### config.mk
export PLATFORM = sky130hd
export DESIGN_NAME = axil_csr_irq_flat
export DESIGN_NICKNAME = d
export VERILOG_FILES = /design/src/rtl/axil_csr_irq_if.sv /design/src/rtl/axil_csr_irq.sv /design/src/flat_wrapper.sv
export SDC_FILE = /design/constraint.sdc
export NUM_CORES = 1
export LEC_CHECK = 0
export CORE_MARGIN = 2
export CORE_UTILIZATION = 45
export DETAILED_ROUTE_END_ITERATION = 7
export PLACE_DENSITY = 0.78
export SYNTH_ARGS = -nofsm -noshare
export SYNTH_HDL_FRONTEND = slang
export SYNTH_SLANG_ARGS = --single-unit
### constraint.sdc
create_clock -name aclk -period 22.8 [get_ports aclk]
set_clock_uncertainty 0.1 [all_clocks]
set_input_delay 3.42 -clock aclk [delete_from_list [all_inputs] [get_ports aclk]]
set_output_delay 3.42 -clock aclk [all_outputs]
set_load 0.05 [all_outputs]
### src/rtl/axil_csr_irq_if.sv
// AXI-Lite slave bus bundle for the axil_csr_irq register bank.
// The master modport is the interconnect side; the slave modport is the CSR block.
interface axil_csr_irq_if #(
  parameter int DATA_W = 32,
  parameter int ADDR_W = 12
);
  logic                  awValid;
  logic                  awReady;
  logic [ADDR_W-1:0]     awAddr;
  logic                  wValid;
  logic                  wReady;
  logic [DATA_W-1:0]     wData;
  logic [DATA_W/8-1:0]   wStrb;
  logic                  bValid;
  logic                  bReady;
  logic [1:0]            bResp;
  logic                  arValid;
  logic                  arReady;
  logic [ADDR_W-1:0]     arAddr;
  logic                  rValid;
  logic                  rReady;
  logic [DATA_W-1:0]     rData;
  logic [1:0]            rResp;

  modport master (
    output awValid, awAddr, wValid, wData, wStrb, bReady, arValid, arAddr, rReady,
    input  awReady, wReady, bValid, bResp, arReady, rValid, rData, rResp
  );

  modport slave (
    input  awValid, awAddr, wValid, wData, wStrb, bReady, arValid, arAddr, rReady,
    output awReady, wReady, bValid, bResp, arReady, rValid, rData, rResp
  );
endinterface

### src/rtl/axil_csr_irq.sv
// axil_csr_irq: AXI-Lite control/status register bank with a per-bit
// edge/level interrupt controller (write-1-to-clear status).
// Register map (index = byte address / (DATA_W/8)):
//   0..CTRL-1           ctrl (RW, byte strobed, ctrlWr pulse on commit)
//   CTRL..CTRL+STAT-1   stat (RO)
//   then, if INTERRUPTS>0: IRQ_EN (RW), IRQ_STAT (W1C), IRQ_MODE (RW, 1=edge), IRQ_RAW (RO)
// Optional build macro AXIL_CSR_STAT_SNAPSHOT_EN: reading stat index CTRL
// snapshots every stat input so the remaining stat words read coherently.
module axil_csr_irq #(
  parameter int              DATA_W     = 32,
  parameter int              ADDR_W     = 12,
  parameter int              CTRL       = 4,
  parameter int              STAT       = 4,
  parameter int              INTERRUPTS = 8,
  parameter logic [DATA_W-1:0] CTRL_RST = {DATA_W{1'b0}}
) (
  input  logic                                        aclk,
  input  logic                                        areset,
  axil_csr_irq_if.slave                               bus,
  output logic [CTRL*DATA_W-1:0]                      ctrl,
  output logic [CTRL-1:0]                             ctrlWr,
  input  logic [((STAT > 0) ? STAT : 1)*DATA_W-1:0]   stat,
  input  logic [((INTERRUPTS > 0) ? INTERRUPTS : 1)-1:0] interrupts,
  output logic                                        irq
);

  localparam int BYTES = DATA_W / 8;
  localparam int OFS   = $clog2(BYTES);
  localparam int IW    = (INTERRUPTS > 0) ? INTERRUPTS : 1;
  localparam int SW    = (STAT > 0) ? STAT : 1;
  localparam int NREG  = CTRL + STAT + ((INTERRUPTS > 0) ? 4 : 0);
  localparam int IDX_W = (NREG > 1) ? $clog2(NREG) : 1;
  localparam int I_EN   = CTRL + STAT;
  localparam int I_ST   = CTRL + STAT + 1;
  localparam int I_MODE = CTRL + STAT + 2;
  localparam int I_RAW  = CTRL + STAT + 3;

  // Elaboration-time parameter legality
  if (!(DATA_W == 32 || DATA_W == 64)) begin : g_bad_data_w
    $error("axil_csr_irq: DATA_W must be 32 or 64");
  end
  if (ADDR_W < IDX_W + OFS) begin : g_bad_addr_w
    $error("axil_csr_irq: ADDR_W too small for register map");
  end
  if (CTRL < 1) begin : g_bad_ctrl
    $error("axil_csr_irq: CTRL must be >= 1");
  end
  if (STAT < 0) begin : g_bad_stat
    $error("axil_csr_irq: STAT must be >= 0");
  end
  if (INTERRUPTS < 0 || INTERRUPTS > DATA_W) begin : g_bad_irq
    $error("axil_csr_irq: INTERRUPTS must be within 0..DATA_W");
  end

  // Byte-strobed merge of new write data into an existing register value
  function automatic logic [DATA_W-1:0] merge_bytes(input logic [DATA_W-1:0] old_v,
                                                    input logic [DATA_W-1:0] new_v,
                                                    input logic [BYTES-1:0]  strb);
    logic [DATA_W-1:0] res;
    res = old_v;
    for (int b = 0; b < BYTES; b++) begin
      if (strb[b]) begin
        res[b*8 +: 8] = new_v[b*8 +: 8];
      end else begin
        res[b*8 +: 8] = old_v[b*8 +: 8];
      end
    end
    return res;
  endfunction

  // Bus-side state
  logic                awready_r, wready_r, arready_r, bvalid_r, rvalid_r;
  logic [1:0]          bresp_r, rresp_r;
  logic [DATA_W-1:0]   rdata_r;
  logic                aw_held_r, w_held_r;
  logic [ADDR_W-1:0]   aw_addr_r;
  logic [DATA_W-1:0]   w_data_r;
  logic [BYTES-1:0]    w_strb_r;
  logic [DATA_W-1:0]   ctrl_r [CTRL];
  logic [CTRL-1:0]     ctrlwr_r;

  logic                aw_hs_s, w_hs_s, b_hs_s, ar_hs_s, r_hs_s, commit_s;
  logic [31:0]         widx_s, ridx_s;
  logic                wr_ok_s;
  logic [DATA_W-1:0]   rd_data_s;
  logic                rd_err_s;
  logic [DATA_W-1:0]   stat_view_s [SW];
  logic [IW-1:0]       irq_en_s, irq_stat_s, irq_mode_s;

  assign aw_hs_s  = bus.awValid & awready_r;
  assign w_hs_s   = bus.wValid & wready_r;
  assign b_hs_s   = bvalid_r & bus.bReady;
  assign ar_hs_s  = bus.arValid & arready_r;
  assign r_hs_s   = rvalid_r & bus.rReady;
  assign commit_s = aw_held_r & w_held_r & ~bvalid_r;
  assign widx_s   = 32'(aw_addr_r[ADDR_W-1:OFS]);
  assign ridx_s   = 32'(bus.arAddr[ADDR_W-1:OFS]);

  logic unused_s;
  assign unused_s = ^{aw_addr_r[OFS-1:0], bus.arAddr[OFS-1:0], stat};

  // Decode whether the held write targets a writable register
  always_comb begin
    wr_ok_s = 1'b0;
    if (widx_s < 32'(CTRL)) begin
      wr_ok_s = 1'b1;
    end else if ((INTERRUPTS > 0) &&
                 (widx_s == 32'(I_EN) || widx_s == 32'(I_ST) || widx_s == 32'(I_MODE))) begin
      wr_ok_s = 1'b1;
    end else begin
      wr_ok_s = 1'b0;
    end
  end

`ifdef AXIL_CSR_STAT_SNAPSHOT_EN
  logic [SW*DATA_W-1:0] shadow_r;

  // Capture all stat inputs when stat word 0 is read
  always_ff @(posedge aclk or posedge areset) begin
    if (areset) begin
      shadow_r <= {(SW*DATA_W){1'b0}};
    end else if ((STAT > 0) && ar_hs_s && (ridx_s == 32'(CTRL))) begin
      shadow_r <= stat;
    end else begin
      shadow_r <= shadow_r;
    end
  end

  // Word 0 is live (it triggers the snapshot); later words come from the shadow
  always_comb begin
    for (int j = 0; j < SW; j++) begin
      if (j == 0) begin
        stat_view_s[j] = stat[j*DATA_W +: DATA_W];
      end else begin
        stat_view_s[j] = shadow_r[j*DATA_W +: DATA_W];
      end
    end
  end
`else
  // Every stat word reads the live input
  always_comb begin
    for (int j = 0; j < SW; j++) begin
      stat_view_s[j] = stat[j*DATA_W +: DATA_W];
    end
  end
`endif

  // Read data multiplexer, sampled into rData at the ar handshake
  always_comb begin
    rd_data_s = {DATA_W{1'b0}};
    rd_err_s  = 1'b1;
    for (int i = 0; i < CTRL; i++) begin
      if (ridx_s == 32'(i)) begin
        rd_data_s = ctrl_r[i];
        rd_err_s  = 1'b0;
      end else begin
        rd_data_s = rd_data_s;
      end
    end
    for (int j = 0; j < STAT; j++) begin
      if (ridx_s == 32'(CTRL + j)) begin
        rd_data_s = stat_view_s[j];
        rd_err_s  = 1'b0;
      end else begin
        rd_data_s = rd_data_s;
      end
    end
    if (INTERRUPTS > 0) begin
      case (ridx_s)
        32'(I_EN):   begin rd_data_s = DATA_W'(irq_en_s);   rd_err_s = 1'b0; end
        32'(I_ST):   begin rd_data_s = DATA_W'(irq_stat_s); rd_err_s = 1'b0; end
        32'(I_MODE): begin rd_data_s = DATA_W'(irq_mode_s); rd_err_s = 1'b0; end
        32'(I_RAW):  begin rd_data_s = DATA_W'(interrupts); rd_err_s = 1'b0; end
        default:     begin rd_data_s = rd_data_s;           rd_err_s = rd_err_s; end
      endcase
    end else begin
      rd_data_s = rd_data_s;
    end
  end

  // Write channel: independent AW/W buffers, commit, ctrl update and B response
  always_ff @(posedge aclk or posedge areset) begin
    if (areset) begin
      awready_r <= 1'b0;
      wready_r  <= 1'b0;
      aw_held_r <= 1'b0;
      w_held_r  <= 1'b0;
      aw_addr_r <= {ADDR_W{1'b0}};
      w_data_r  <= {DATA_W{1'b0}};
      w_strb_r  <= {BYTES{1'b0}};
      bvalid_r  <= 1'b0;
      bresp_r   <= 2'b00;
      ctrlwr_r  <= {CTRL{1'b0}};
      for (int i = 0; i < CTRL; i++) begin
        ctrl_r[i] <= CTRL_RST;
      end
    end else begin
      ctrlwr_r <= {CTRL{1'b0}};
      if (b_hs_s) begin
        aw_held_r <= 1'b0;
        w_held_r  <= 1'b0;
        bvalid_r  <= 1'b0;
        awready_r <= 1'b1;
        wready_r  <= 1'b1;
      end else begin
        if (aw_hs_s) begin
          aw_held_r <= 1'b1;
          aw_addr_r <= bus.awAddr;
          awready_r <= 1'b0;
        end else begin
          awready_r <= ~aw_held_r;
        end
        if (w_hs_s) begin
          w_held_r <= 1'b1;
          w_data_r <= bus.wData;
          w_strb_r <= bus.wStrb;
          wready_r <= 1'b0;
        end else begin
          wready_r <= ~w_held_r;
        end
        if (commit_s) begin
          bvalid_r <= 1'b1;
          bresp_r  <= wr_ok_s ? 2'b00 : 2'b10;
          for (int i = 0; i < CTRL; i++) begin
            if (widx_s == 32'(i)) begin
              ctrl_r[i]   <= merge_bytes(ctrl_r[i], w_data_r, w_strb_r);
              ctrlwr_r[i] <= |w_strb_r;
            end else begin
              ctrl_r[i] <= ctrl_r[i];
            end
          end
        end else begin
          bvalid_r <= bvalid_r;
        end
      end
    end
  end

  // Read channel: one outstanding read, data held until rReady
  always_ff @(posedge aclk or posedge areset) begin
    if (areset) begin
      arready_r <= 1'b0;
      rvalid_r  <= 1'b0;
      rdata_r   <= {DATA_W{1'b0}};
      rresp_r   <= 2'b00;
    end else if (r_hs_s) begin
      rvalid_r  <= 1'b0;
      arready_r <= 1'b1;
    end else if (ar_hs_s) begin
      rvalid_r  <= 1'b1;
      arready_r <= 1'b0;
      rdata_r   <= rd_data_s;
      rresp_r   <= rd_err_s ? 2'b10 : 2'b00;
    end else begin
      arready_r <= ~rvalid_r;
    end
  end

  if (INTERRUPTS > 0) begin : g_irq
    logic [IW-1:0]     en_r, st_r, mode_r, prev_r;
    logic              irq_r;
    logic [IW-1:0]     event_s, set_s, clr_s, cover_s;
    logic [DATA_W-1:0] en_wr_s, mode_wr_s;

    // Per-bit event detection, W1C mask and byte-strobed register write values
    always_comb begin
      for (int g = 0; g < IW; g++) begin
        cover_s[g] = w_strb_r[g/8];
      end
      event_s = (mode_r & interrupts & ~prev_r) | (~mode_r & interrupts);
      set_s   = event_s & en_r;
      if (commit_s && (widx_s == 32'(I_ST))) begin
        clr_s = w_data_r[IW-1:0] & cover_s;
      end else begin
        clr_s = {IW{1'b0}};
      end
      en_wr_s   = merge_bytes(DATA_W'(en_r), w_data_r, w_strb_r);
      mode_wr_s = merge_bytes(DATA_W'(mode_r), w_data_r, w_strb_r);
    end

    // Interrupt enable/mode/status registers, edge history and irq output
    always_ff @(posedge aclk or posedge areset) begin
      if (areset) begin
        en_r   <= {IW{1'b0}};
        st_r   <= {IW{1'b0}};
        mode_r <= {IW{1'b0}};
        prev_r <= {IW{1'b0}};
        irq_r  <= 1'b0;
      end else begin
        prev_r <= interrupts;
        st_r   <= (st_r & ~clr_s) | set_s;
        irq_r  <= |st_r;
        if (commit_s && (widx_s == 32'(I_EN))) begin
          en_r <= en_wr_s[IW-1:0];
        end else begin
          en_r <= en_r;
        end
        if (commit_s && (widx_s == 32'(I_MODE))) begin
          mode_r <= mode_wr_s[IW-1:0];
        end else begin
          mode_r <= mode_r;
        end
      end
    end

    assign irq_en_s   = en_r;
    assign irq_stat_s = st_r;
    assign irq_mode_s = mode_r;
    assign irq        = irq_r;
  end else begin : g_no_irq
    logic unused_irq_s;
    assign unused_irq_s = ^interrupts;
    assign irq_en_s     = {IW{1'b0}};
    assign irq_stat_s   = {IW{1'b0}};
    assign irq_mode_s   = {IW{1'b0}};
    assign irq          = 1'b0;
  end

  for (genvar i = 0; i < CTRL; i++) begin : g_ctrl_out
    assign ctrl[i*DATA_W +: DATA_W] = ctrl_r[i];
  end

  assign ctrlWr      = ctrlwr_r;
  assign bus.awReady = awready_r;
  assign bus.wReady  = wready_r;
  assign bus.bValid  = bvalid_r;
  assign bus.bResp   = bresp_r;
  assign bus.arReady = arready_r;
  assign bus.rValid  = rvalid_r;
  assign bus.rData   = rdata_r;
  assign bus.rResp   = rresp_r;

endmodule
### src/flat_wrapper.sv
// flat-port wrapper written by rule: the top's interface ports become plain ports
module axil_csr_irq_flat 
#(
  parameter int              DATA_W     = 32,
  parameter int              ADDR_W     = 12,
  parameter int              CTRL       = 4,
  parameter int              STAT       = 4,
  parameter int              INTERRUPTS = 8,
  parameter logic [DATA_W-1:0] CTRL_RST = {DATA_W{1'b0}}
)
  (aclk, areset, ctrl, ctrlWr, stat, interrupts, irq, bus_awValid, bus_awAddr, bus_wValid, bus_wData, bus_wStrb, bus_bReady, bus_arValid, bus_arAddr, bus_rReady, bus_awReady, bus_wReady, bus_bValid, bus_bResp, bus_arReady, bus_rValid, bus_rData, bus_rResp);
  axil_csr_irq_if #(.DATA_W(DATA_W), .ADDR_W(ADDR_W)) bus_i ();
  input  logic aclk;
  input  logic areset;
  output logic [CTRL*DATA_W-1:0] ctrl;
  output logic [CTRL-1:0] ctrlWr;
  input  logic [((STAT > 0) ? STAT : 1)*DATA_W-1:0] stat;
  input  logic [((INTERRUPTS > 0) ? INTERRUPTS : 1)-1:0] interrupts;
  output logic irq;
  input wire logic [$bits(bus_i.awValid)-1:0] bus_awValid;
  input wire logic [$bits(bus_i.awAddr)-1:0] bus_awAddr;
  input wire logic [$bits(bus_i.wValid)-1:0] bus_wValid;
  input wire logic [$bits(bus_i.wData)-1:0] bus_wData;
  input wire logic [$bits(bus_i.wStrb)-1:0] bus_wStrb;
  input wire logic [$bits(bus_i.bReady)-1:0] bus_bReady;
  input wire logic [$bits(bus_i.arValid)-1:0] bus_arValid;
  input wire logic [$bits(bus_i.arAddr)-1:0] bus_arAddr;
  input wire logic [$bits(bus_i.rReady)-1:0] bus_rReady;
  output wire logic [$bits(bus_i.awReady)-1:0] bus_awReady;
  output wire logic [$bits(bus_i.wReady)-1:0] bus_wReady;
  output wire logic [$bits(bus_i.bValid)-1:0] bus_bValid;
  output wire logic [$bits(bus_i.bResp)-1:0] bus_bResp;
  output wire logic [$bits(bus_i.arReady)-1:0] bus_arReady;
  output wire logic [$bits(bus_i.rValid)-1:0] bus_rValid;
  output wire logic [$bits(bus_i.rData)-1:0] bus_rData;
  output wire logic [$bits(bus_i.rResp)-1:0] bus_rResp;
  assign bus_i.awValid = bus_awValid;
  assign bus_i.awAddr = bus_awAddr;
  assign bus_i.wValid = bus_wValid;
  assign bus_i.wData = bus_wData;
  assign bus_i.wStrb = bus_wStrb;
  assign bus_i.bReady = bus_bReady;
  assign bus_i.arValid = bus_arValid;
  assign bus_i.arAddr = bus_arAddr;
  assign bus_i.rReady = bus_rReady;
  assign bus_awReady = bus_i.awReady;
  assign bus_wReady = bus_i.wReady;
  assign bus_bValid = bus_i.bValid;
  assign bus_bResp = bus_i.bResp;
  assign bus_arReady = bus_i.arReady;
  assign bus_rValid = bus_i.rValid;
  assign bus_rData = bus_i.rData;
  assign bus_rResp = bus_i.rResp;
  axil_csr_irq #(.DATA_W(DATA_W), .ADDR_W(ADDR_W), .CTRL(CTRL), .STAT(STAT), .INTERRUPTS(INTERRUPTS), .CTRL_RST(CTRL_RST)) u_core (.aclk(aclk), .areset(areset), .bus(bus_i), .ctrl(ctrl), .ctrlWr(ctrlWr), .stat(stat), .interrupts(interrupts), .irq(irq));
endmodule
* Yosys cells after proc, flatten, opt, wreduce, memory -nomap -nowiden
Cells that the tools add are included.
** Operators by class
- Order comparisons :: 1
- Eq/ne operators :: 17
- Mux-type cells :: 43
- Bitwise logic cells :: 24
- Reductions and logical operators :: 36
** Operator list (count)
- 32-bit two-way mux :: 8
- 32-bit case mux with 4 select lines :: 1
- 10-bit by 4-bit == test with 1-bit output (second input constant) :: 7
- 32-bit zero test :: 2
- 4-bit AND reduction :: 16
- 8-bit AND :: 6
- 10-bit by 2-bit == test with 1-bit output (second input constant) :: 4
- 10-bit by 3-bit == test with 1-bit output (second input constant) :: 4
- 1-bit two-way mux :: 29
- 8-bit NOT :: 3
- 10-bit by 1-bit == test with 1-bit output (second input constant) :: 2
- 8-bit bitwise OR :: 2
- 2-bit AND reduction :: 6
- 10-bit by 3-bit < comparator with 1-bit output (second input constant) :: 1
- 4-bit two-way mux :: 2
- 8-bit two-way mux :: 1
- 2-bit nonzero test :: 4
- 4-bit OR reduction :: 2
- 8-bit OR reduction :: 1
- 1-bit AND :: 7
- 1-bit NOT :: 6
- 2-bit two-way mux :: 2
- 1-bit logical AND :: 3
- 1-bit logical OR :: 2
** Word-level totals
- Flip-flop bits (word level) :: 256
- Input port bits :: 203
- Output and inout port bits :: 174
- Word-level logic and storage cells :: 156

* Depth between registers and ports, before layout
Gate-level depths: netlist (run 1).
- Depth in word-level cells :: 11
- Gate-level depth with buffers :: 8
- Mapped depth without buffers :: 5

* Worst setup path after synthesis (run 1)
OpenSTA, ideal clock, no wires.
- Kind :: in2reg
- Start point :: in bus_arAddr[5]
- End point :: reg u_core.rdata_r[27], in the netlist u_core.bus.rData[27]
- Setup time :: 121 ps
- Arrival time :: 4743 ps
- Required time :: 22579 ps
- Path slack :: 17836 ps
- Stages :: 7
- Buffers on the path :: 2
- Path through :: buf_2 > nor4b_2 > nand2_1 > nor2_2 > buf_2 > a2111oi_0 > a22o_1
** Between the ends
- Word-level cells in the longest chain between the ends :: 10
- Elaborated cells between the ends (all ways) :: 21
- Those cells by class :: 11 x eq/ne; 9 x mux; 1 x reduce/logical
** RTL lines
- from (decl) :: RTL line flat_wrapper.sv:27 : input wire logic [$bits(bus_i.arAddr)-1:0] bus_arAddr;
- 32-bit zero test :: RTL line axil_csr_irq.sv:153 : if (ridx_s == 32'(i)) begin
- 32-bit two-way mux (4 in a row) :: RTL line axil_csr_irq.sv:153
- 32-bit two-way mux (4 in a row) :: RTL line axil_csr_irq.sv:161 : if (ridx_s == 32'(CTRL + j)) begin
- 32-bit case mux with 4 select lines * :: RTL line axil_csr_irq.sv:169 : case (ridx_s)
- to (signal assigned) :: RTL line axil_csr_irq.sv:244 : rdata_r <= {DATA_W{1'b0}};
- to (signal assigned) :: RTL line axil_csr_irq.sv:252 : rdata_r <= rd_data_s;
- to (decl) :: RTL line axil_csr_irq.sv:74 : logic [DATA_W-1:0] rdata_r;
Every way passes the cells marked *; elsewhere a longest branch is shown, timed or not.
A chain may end at the register's enable or synchronous reset.

* Final worst setup path (run 1)
- Start point :: in bus_arAddr[10]
- End point :: reg u_core.rdata_r[17], in the netlist u_core.bus.rData[17]
The elaborated chain is that of the path after synthesis.

==> impl_summary.log, run 1 <==
INFO  metric status = finished clean
INFO  metric tritoncts_buffer_count = 27
INFO  metric p_sw_frac = 0.309
INFO  metric grt_start_max_net_pins = between 100 and 150
INFO  metric routedWlPerCell = between 20 and 25 µm
INFO  metric grt_pass1_vias = between 9000 and 10000
INFO  metric i_o_pins = around 380
INFO  metric async_flop_share = 1.00
INFO  metric critical_path.reg2reg.startpoint = u_core.bus.rValid
INFO  metric worst_setup_hold_path_clk_slew = 0.06 ns
INFO  metric unrepaired_setup_endpoints_after_global_routing = no
INFO  metric dominant_combinational_cell_family_by_area_after_synthesis = multiplexers
INFO  metric synth_top_cell_by_area = dfrtp_1
INFO  metric detailed_place_hpwl = between 20000 and 30000 µm
INFO  metric cts_root_buf = clkbuf_16
INFO  metric synthesis.yosys.warnings = 0
INFO  metric yosys_register_bits = about 250
INFO  metric yosysSeqAreaShare = 0.520
INFO  metric cts_setup_buffers = 0
INFO  metric reg2reg_slack = around 20 ns
INFO  metric postLayoutCoreUtil = 0.640
INFO  metric insertion_delay = 0.52 ns
INFO  metric fp.dieArea = about 28000 µm²
INFO  metric synth_enable_flop_cells = 0
INFO  metric ir_worst_vdd = between 0.07 and 0.08 mV
INFO  metric worst-slew-pin-transition = between 1 and 1.5 ns
INFO  metric synth-xor-area-share = 0
INFO  metric tritoncts = done
INFO  metric grt-busiest-layer = met2
INFO  metric final.setup.tns = 0 ns
INFO  metric nNetsFinal = approximately 1500
INFO  metric synth_mux_area_frac = 0.284
INFO  metric mean_cell_area_of_the_mapped_netlist = 13.4 µm²
INFO  metric timing.final.crit_period = 5.93 ns
INFO  metric max-cap-violations = 0
INFO  metric power-per-cell-area = ~80 nW/µm²
INFO  metric endpoint_required_time_on_the_critical_path = roughly 23 ns
INFO  metric p_comb_frac = 0.223
INFO  metric finalMaxSlewViolations = 0
INFO  metric grt_first_pass_wirelength = between 60000 and 70000 µm
INFO  metric placer_congestion_estimate = 0.921
INFO  metric post_cts_hold_buffers = 0
INFO  metric rr_worst_depth = 5
INFO  metric post_cts_resize_count = 0
INFO  metric initial_utilization = 0.454
INFO  metric dr_total_vias = ~9400
INFO  metric port_buffers = between 300 and 400
INFO  metric holdCritPathClass = flop to flop
INFO  metric hold_start = u_core.bus.rData[14]
INFO  metric netlist-cell-type-count = 57
INFO  metric synth_top_flop_cell = dfrtp_1
INFO  metric detail_route.first_pass.iterations = 5
INFO  metric synth_largest_type_area_fraction = 0.520
INFO  metric yosys.area_share.simple = 0.0907
INFO  metric grt_use_met1 = 0.370
INFO  metric power.net_switching = ~430 µW
INFO  metric fin_crit_sh = 0.260
INFO  metric gr_overflow_total = 0
INFO  metric crit_path_end_kind = flop
INFO  metric total_power = 1410 µW
INFO  metric hold_viol_final = 0
INFO  metric combined_area_of_all_synthesized_cells = ~12000 µm²
INFO  metric synthAdderAreaFrac = 0
INFO  metric critical_path_peak_fanout = 15
INFO  metric worstReg2RegEnd = u_core.bus.rData[13]
INFO  metric leakagePower = between 0.007 and 0.008 µW
INFO  metric placementRows = 60
INFO  metric hold_depth = 2
INFO  metric cts.path.max_buffers = 3
INFO  metric pwr-share-seq = 0.430
INFO  metric area_delta_synth_final = 41.1%
INFO  metric max_clock_freq = between 0.15 and 0.2 GHz
INFO  metric post-place-cells = roughly 1600
INFO  metric ctsHtreeMaxLevel = 1
INFO  metric initial_antenna_violation_count = 1
INFO  metric drt-initial-drc-count = between 700 and 800
INFO  metric post_synth_main_area_contributors = dfrtp_1, mux2_2, mux4_2
INFO  metric synthesis.instances = between 900 and 1000
INFO  metric worst_ep_arrival_time = roughly 6.3 ns
INFO  metric number_of_cells_in_the_finished_layout_apart_from_fillers = approximately 1600
INFO  metric die_w = 168 µm
INFO  metric grt_util_met3 = 0.0668
INFO  metric worst_setup_path_start_kind = input port
INFO  metric worst_min_delay_path_endpoint = u_core.bus.rData[14]
INFO  metric grt_util_all_layers = 0.281
INFO  metric layout-drive-gt1-share = 0.256
INFO  metric via_per_inst = just under 6
INFO  metric core_area = around 27000 µm²
INFO  metric clock_power_share = 0.347
INFO  metric finalSetupViolCount = 0
INFO  metric grt_util_met2 = 0.453
INFO  metric residual_drc = 0
INFO  metric power.internal = 973 µW
INFO  metric die_height = 168 µm
INFO  metric ant_nets = 0
INFO  metric crit_type = input port to flop
INFO  metric routed_wl = ~41000 µm
INFO  metric timing.max_slew.rel_slack = 0.253
INFO  metric clock-sinks = 252
INFO  metric synth-compound-area-share = 0.0823
[layer usage]
metal	up-vias	wire length [µm]
met2	470	19100
met5	-	0
li1	4101	-
met1	4759	16700
met3	96	3160
met4	0	1540
[critical path: stages]
cell             delay, ns
clkdlybuf4s50_1       0.51
nor4_4                0.46
nand2_1               0.66
nor2_1                0.66
nand2_1               0.31
o21ai_0               0.24
[through the flow]
step	hold slack (ns)	cell area [µm²]	setup WS [ns]
5_1_grt	0.411	17100	16.72
2_1_floorplan	0.353	12100	12.35
3_3_place_gp	0.359	16100	16.39
6_report	0.387	17100	16.87
3_5_place_dp	0.373	16100	16.34
4_1_cts	0.387	17100	16.88
[how the worst max path moves through the flow]
| stage | startpoint | endpoint | slack [ns] | depth (start not counted) |
|---|---|---|---|---|
| 5_1_grt | bus_arAddr[3] | u_core.bus.rData[22] | 16.72 | 7 |
| 6_report | bus_arAddr[10] | u_core.bus.rData[17] | 16.87 | 6 |
| 3_3_place_gp | bus_arAddr[3] | u_core.bus.rData[18] | 16.39 | 7 |
| 2_1_floorplan | areset | u_core.aw_addr_r[10] | 12.35 | 1 |
| 3_5_place_dp | bus_arAddr[10] | u_core.bus.rData[12] | 16.34 | 5 |
| 4_1_cts | bus_arAddr[10] | u_core.bus.rData[12] | 16.88 | 5 |
[synthesized netlist by cell type, drive strengths merged, types with 3 or more instances]
cell and number:
a2111oi 9, a21o 4, a21oi 29, a221oi 8, a22o 15, a22oi 5
a2bb2oi 4, a32o 8, and2 8, and3 8, buf 27, clkbuf 19
dfrtp 252, inv 13, mux2 197, mux2i 18, mux4 41, nand2 76
nand2b 8, nand3 8, nand4 3, nand4b 6, nor2 51, nor3 7
nor4 5, o21a 6, o21ai 45, o221ai 4, o22ai 3, or3 3
[cell type report]
type / count / area (µm²)
antenna: 2 / 5.00
clock buffer: 38 / 787
clock inverter: 11 / 209
fill: 2052 / 9610
inverter: 13 / 56.3
multi-input combinational: 597 / 5550
sequential: 252 / 6310
tap: 341 / 427
timing repair buffer: 380 / 3770
[cells by family after synthesis]
logic type	Yosys count
other	1
DFF	252
and+or+nand+nor	191
buffers and inverters	59
muxes	256
AOI/OAI and AO/OA	148
[state kept, by name (all words and copies together) (netlist names), 4 cells and up]
signal / flops
u_core.aw_addr_r: 10
u_core.bus.rData: 32
u_core.ctrl: 128
u_core.g_irq.st_r: 8
u_core.w_data_r: 32
u_core.g_irq.en_r: 8
u_core.g_irq.mode_r: 8
u_core.ctrlWr: 4
u_core.g_irq.prev_r: 8
u_core.w_strb_r: 4
[power by group through the flow]
stage / logic [µW] / clock network [µW] / registers (µW)
after floorplan: 156 / 0 / 638
after global placement: 308 / 0 / 606
after detailed placement: 315 / 0 / 610
after CTS: 317 / 495 / 603
after global routing: 334 / 514 / 615
final: 314 / 488 / 605
[layout by cell type (no fill, tap or decap), drive strengths merged, types with 7 or more instances in the layout]
master / instances
and2: 8
a221oi: 8
a22o: 15
a2111oi: 9
and3: 8
nand2: 76
nand3: 8
mux2i: 18
a32o: 8
clkbuf: 38
nor3: 7
a21oi: 29
nor2: 51
clkdlybuf4s50: 368
mux2: 197
dfrtp: 252
inv: 13
mux4: 41
o21ai: 45
buf: 12
nand2b: 8
(Power assumes the default switching activity.)
==> run 2, diff against run 1 <==
Clock period 22.8 ns to 6.2 ns, I/O delays scaled along.
==> impl_summary.log, run 2 (synthesized netlist as in run 1, its figures left out) <==
INFO  metric status = finished clean
INFO  metric final.setup.tns = 0 ns (unchanged)
INFO  metric highest_count_cells_in_the_layout_ignoring_fill_and_taps = clkdlybuf4s50_1, dfrtp_1, mux2_2
INFO  metric timing.max_slew.rel_slack = 0.258 (+0.00511)
INFO  metric critical_path.reg2reg.startpoint = u_core.bus.bValid
INFO  metric area_delta_synth_final = 40.8%
INFO  metric layout-drive-gt1-share = 0.255 (-0.00135)
INFO  metric via_per_inst = 5.68 (-1.6%)
INFO  metric postLayoutSetupSlackWorst = 2.40 ns (-14.47 ns)
INFO  metric grt_util_all_layers = 0.277 (-0.00415)
INFO  metric worst-slew-pin-transition = 1.11 ns (-0.00767 ns)
INFO  metric port_buffers = 370 (unchanged)
INFO  metric die_w = 168 µm (unchanged)
INFO  metric layout_commonest_cell = clkdlybuf4s50_1
INFO  metric dr_total_vias = 9274 (-1.6%)
INFO  metric fin_crit_sh = 0.613
INFO  metric insertion_delay = 0.53 ns (about the same)
INFO  metric fin_area = 17100 µm² (-0.16%)
INFO  metric cts_root_buf = clkbuf_16
INFO  metric hold_viol_final = 0 (unchanged)
INFO  metric clock-sinks = 252 (unchanged)
INFO  metric cts_setup_buffers = 0 (unchanged)
INFO  metric max_clock_freq = 0.263 GHz
INFO  metric placer_congestion_estimate = 0.957 (+3.9%)
INFO  metric post_cts_resize_count = 0 (unchanged)
INFO  metric cts.path.max_buffers = 3 (unchanged)
INFO  metric die_height = 168 µm (unchanged)
INFO  metric max-cap-violations = 0 (unchanged)
INFO  metric worstReg2RegEnd = u_core.g_irq.st_r[3]
INFO  metric initial_utilization = 0.454 (unchanged)
INFO  metric rr_worst_depth = 5 (unchanged)
INFO  metric placementRows = 60 (unchanged)
INFO  metric largest_reg_flops = 128 (unchanged)
INFO  metric drt-initial-drc-count = 728 (-4.5%)
INFO  metric placedInstanceArea = 16100 µm² (about the same)
INFO  metric grt_pass1_vias = 9733 (+0.52%)
INFO  metric timing.final.crit_period = between 3 and 4 ns
INFO  metric routedWlPerCell = 24.1 µm (-2.9%)
INFO  metric grt_util_met2 = 0.458 (+0.00449)
INFO  metric critical_path_peak_fanout = 23 (+8)
INFO  metric routed_wl = 39300 µm (-2.9%)
INFO  metric reg2reg_slack = 3.58 ns (-16.51 ns)
INFO  metric number_of_cells_in_the_finished_layout_apart_from_fillers = 1634 (unchanged)
INFO  metric holdCritPathClass = flop to flop
INFO  metric tritoncts = done
INFO  metric hold_depth = 2 (unchanged)
INFO  metric core_area = 26700 µm² (unchanged)
INFO  metric detail_route.first_pass.iterations = 5 (unchanged)
INFO  metric detailed_place_hpwl = 28600 µm (-0.59%)
INFO  metric hold_start = u_core.bus.rData[19]
INFO  metric ir_worst_vdd = 0.334 mV (+340%)
INFO  metric grt_first_pass_wirelength = 59500 µm (-1.5%)
INFO  metric nNetsFinal = 1473 (-0.068%)
INFO  metric i_o_pins = 377 (unchanged)
INFO  metric grt-busiest-layer = met2
INFO  metric post_cts_hold_buffers = 0 (unchanged)
INFO  metric endpoint_required_time_on_the_critical_path = 6.52 ns (-16.62 ns)
INFO  metric whs = 0.385 ns (-0.00230 ns)
INFO  metric post-place-cells = 1581 (-0.13%)
INFO  metric tritoncts_buffer_count = 28 (+3.7%)
INFO  metric worst_min_delay_path_endpoint = u_core.bus.rData[19]
INFO  metric gr_overflow_total = 0 (unchanged)
INFO  metric leakagePower = 0.00743 µW (-0.27%)
INFO  metric grt_start_max_net_pins = 137 (+28%)
INFO  metric grt_use_met1 = 0.357 (-0.0132)
INFO  metric grt_util_met3 = 0.0684 (+0.00165)
INFO  metric unrepaired_setup_endpoints_after_global_routing = no
INFO  metric ant_nets = 0 (unchanged)
INFO  metric worst_ep_arrival_time = 4.12 ns (-2.14 ns)
INFO  metric residual_drc = 0 (unchanged)
INFO  metric finalSetupViolCount = 0 (unchanged)
INFO  metric preCtsSetupSlack = 1.91 ns (-14.44 ns)
INFO  metric power-per-cell-area = 299 nW/µm² (+260%)
INFO  metric ctsHtreeMaxLevel = 1 (unchanged)
INFO  metric initial_antenna_violation_count = 3 (+2)
INFO  metric finalMaxSlewViolations = 0 (unchanged)
INFO  metric worst_setup_path_start_kind = input port
INFO  metric worst_setup_hold_path_clk_slew = 0.06 ns (about the same)
INFO  metric fp.dieArea = 28300 µm² (unchanged)
INFO  metric crit_path_end_kind = flop
INFO  metric crit_type = input port to flop
[run 2: through the flow]
step / total power [µW] / utilization
6_report: 5100 / 0.639
5_1_grt: 5310 / 0.639
4_1_cts: 5130 / 0.639
3_5_place_dp: 3400 / 0.603
3_3_place_gp: 3360 / 0.603
2_1_floorplan: 2920 / -
[run 2: worst max path at each step]
stage / end / start / cells past startpoint
2_1_floorplan: u_core.aw_addr_r[10] / areset / 1
3_3_place_gp: u_core.bus.rData[13] / bus_arAddr[4] / 7
3_5_place_dp: u_core.bus.rData[13] / bus_arAddr[4] / 7
4_1_cts: u_core.bus.rData[13] / bus_arAddr[4] / 7
5_1_grt: u_core.bus.rData[13] / bus_arAddr[4] / 7
6_report: u_core.bus.rData[13] / bus_arAddr[4] / 7
[run 2: final cells by class]
class | count | area [µm²]
clock buffer | 42 | 855
inverter | 13 | 52.6
sequential | 252 | 6310
multi-input combinational | 597 | 5550
tap | 341 | 427
timing repair buffer | 378 | 3770
clock inverter | 8 | 115
antenna | 3 | 7.51
fill | 2093 | 9640
[run 2: layer usage]
metal / vias up / routed length, µm
met2: 405 / 18900
met3: 73 / 3130
li1: 4098 / -
met5: - / 0
met4: 0 / 1290
met1: 4698 / 16000
[run 2: worst max-delay path, cell delays in order]
cell and delay [ns]:
clkdlybuf4s50_1 0.46, buf_4 0.34, nor4b_2 0.48, nand2_1 0.43, nor2_2 0.91, a2111oi_0 0.30
a22o_1 0.25
[run 2: power by group]
group,internal (µW),leakage [µW],switching [µW],total [µW]
combinational,547,0.00360,602,1150
sequential,1900,0.00335,323,2220
clock,1070,0.000483,660,1730
total,3520,0.00743,1590,5100
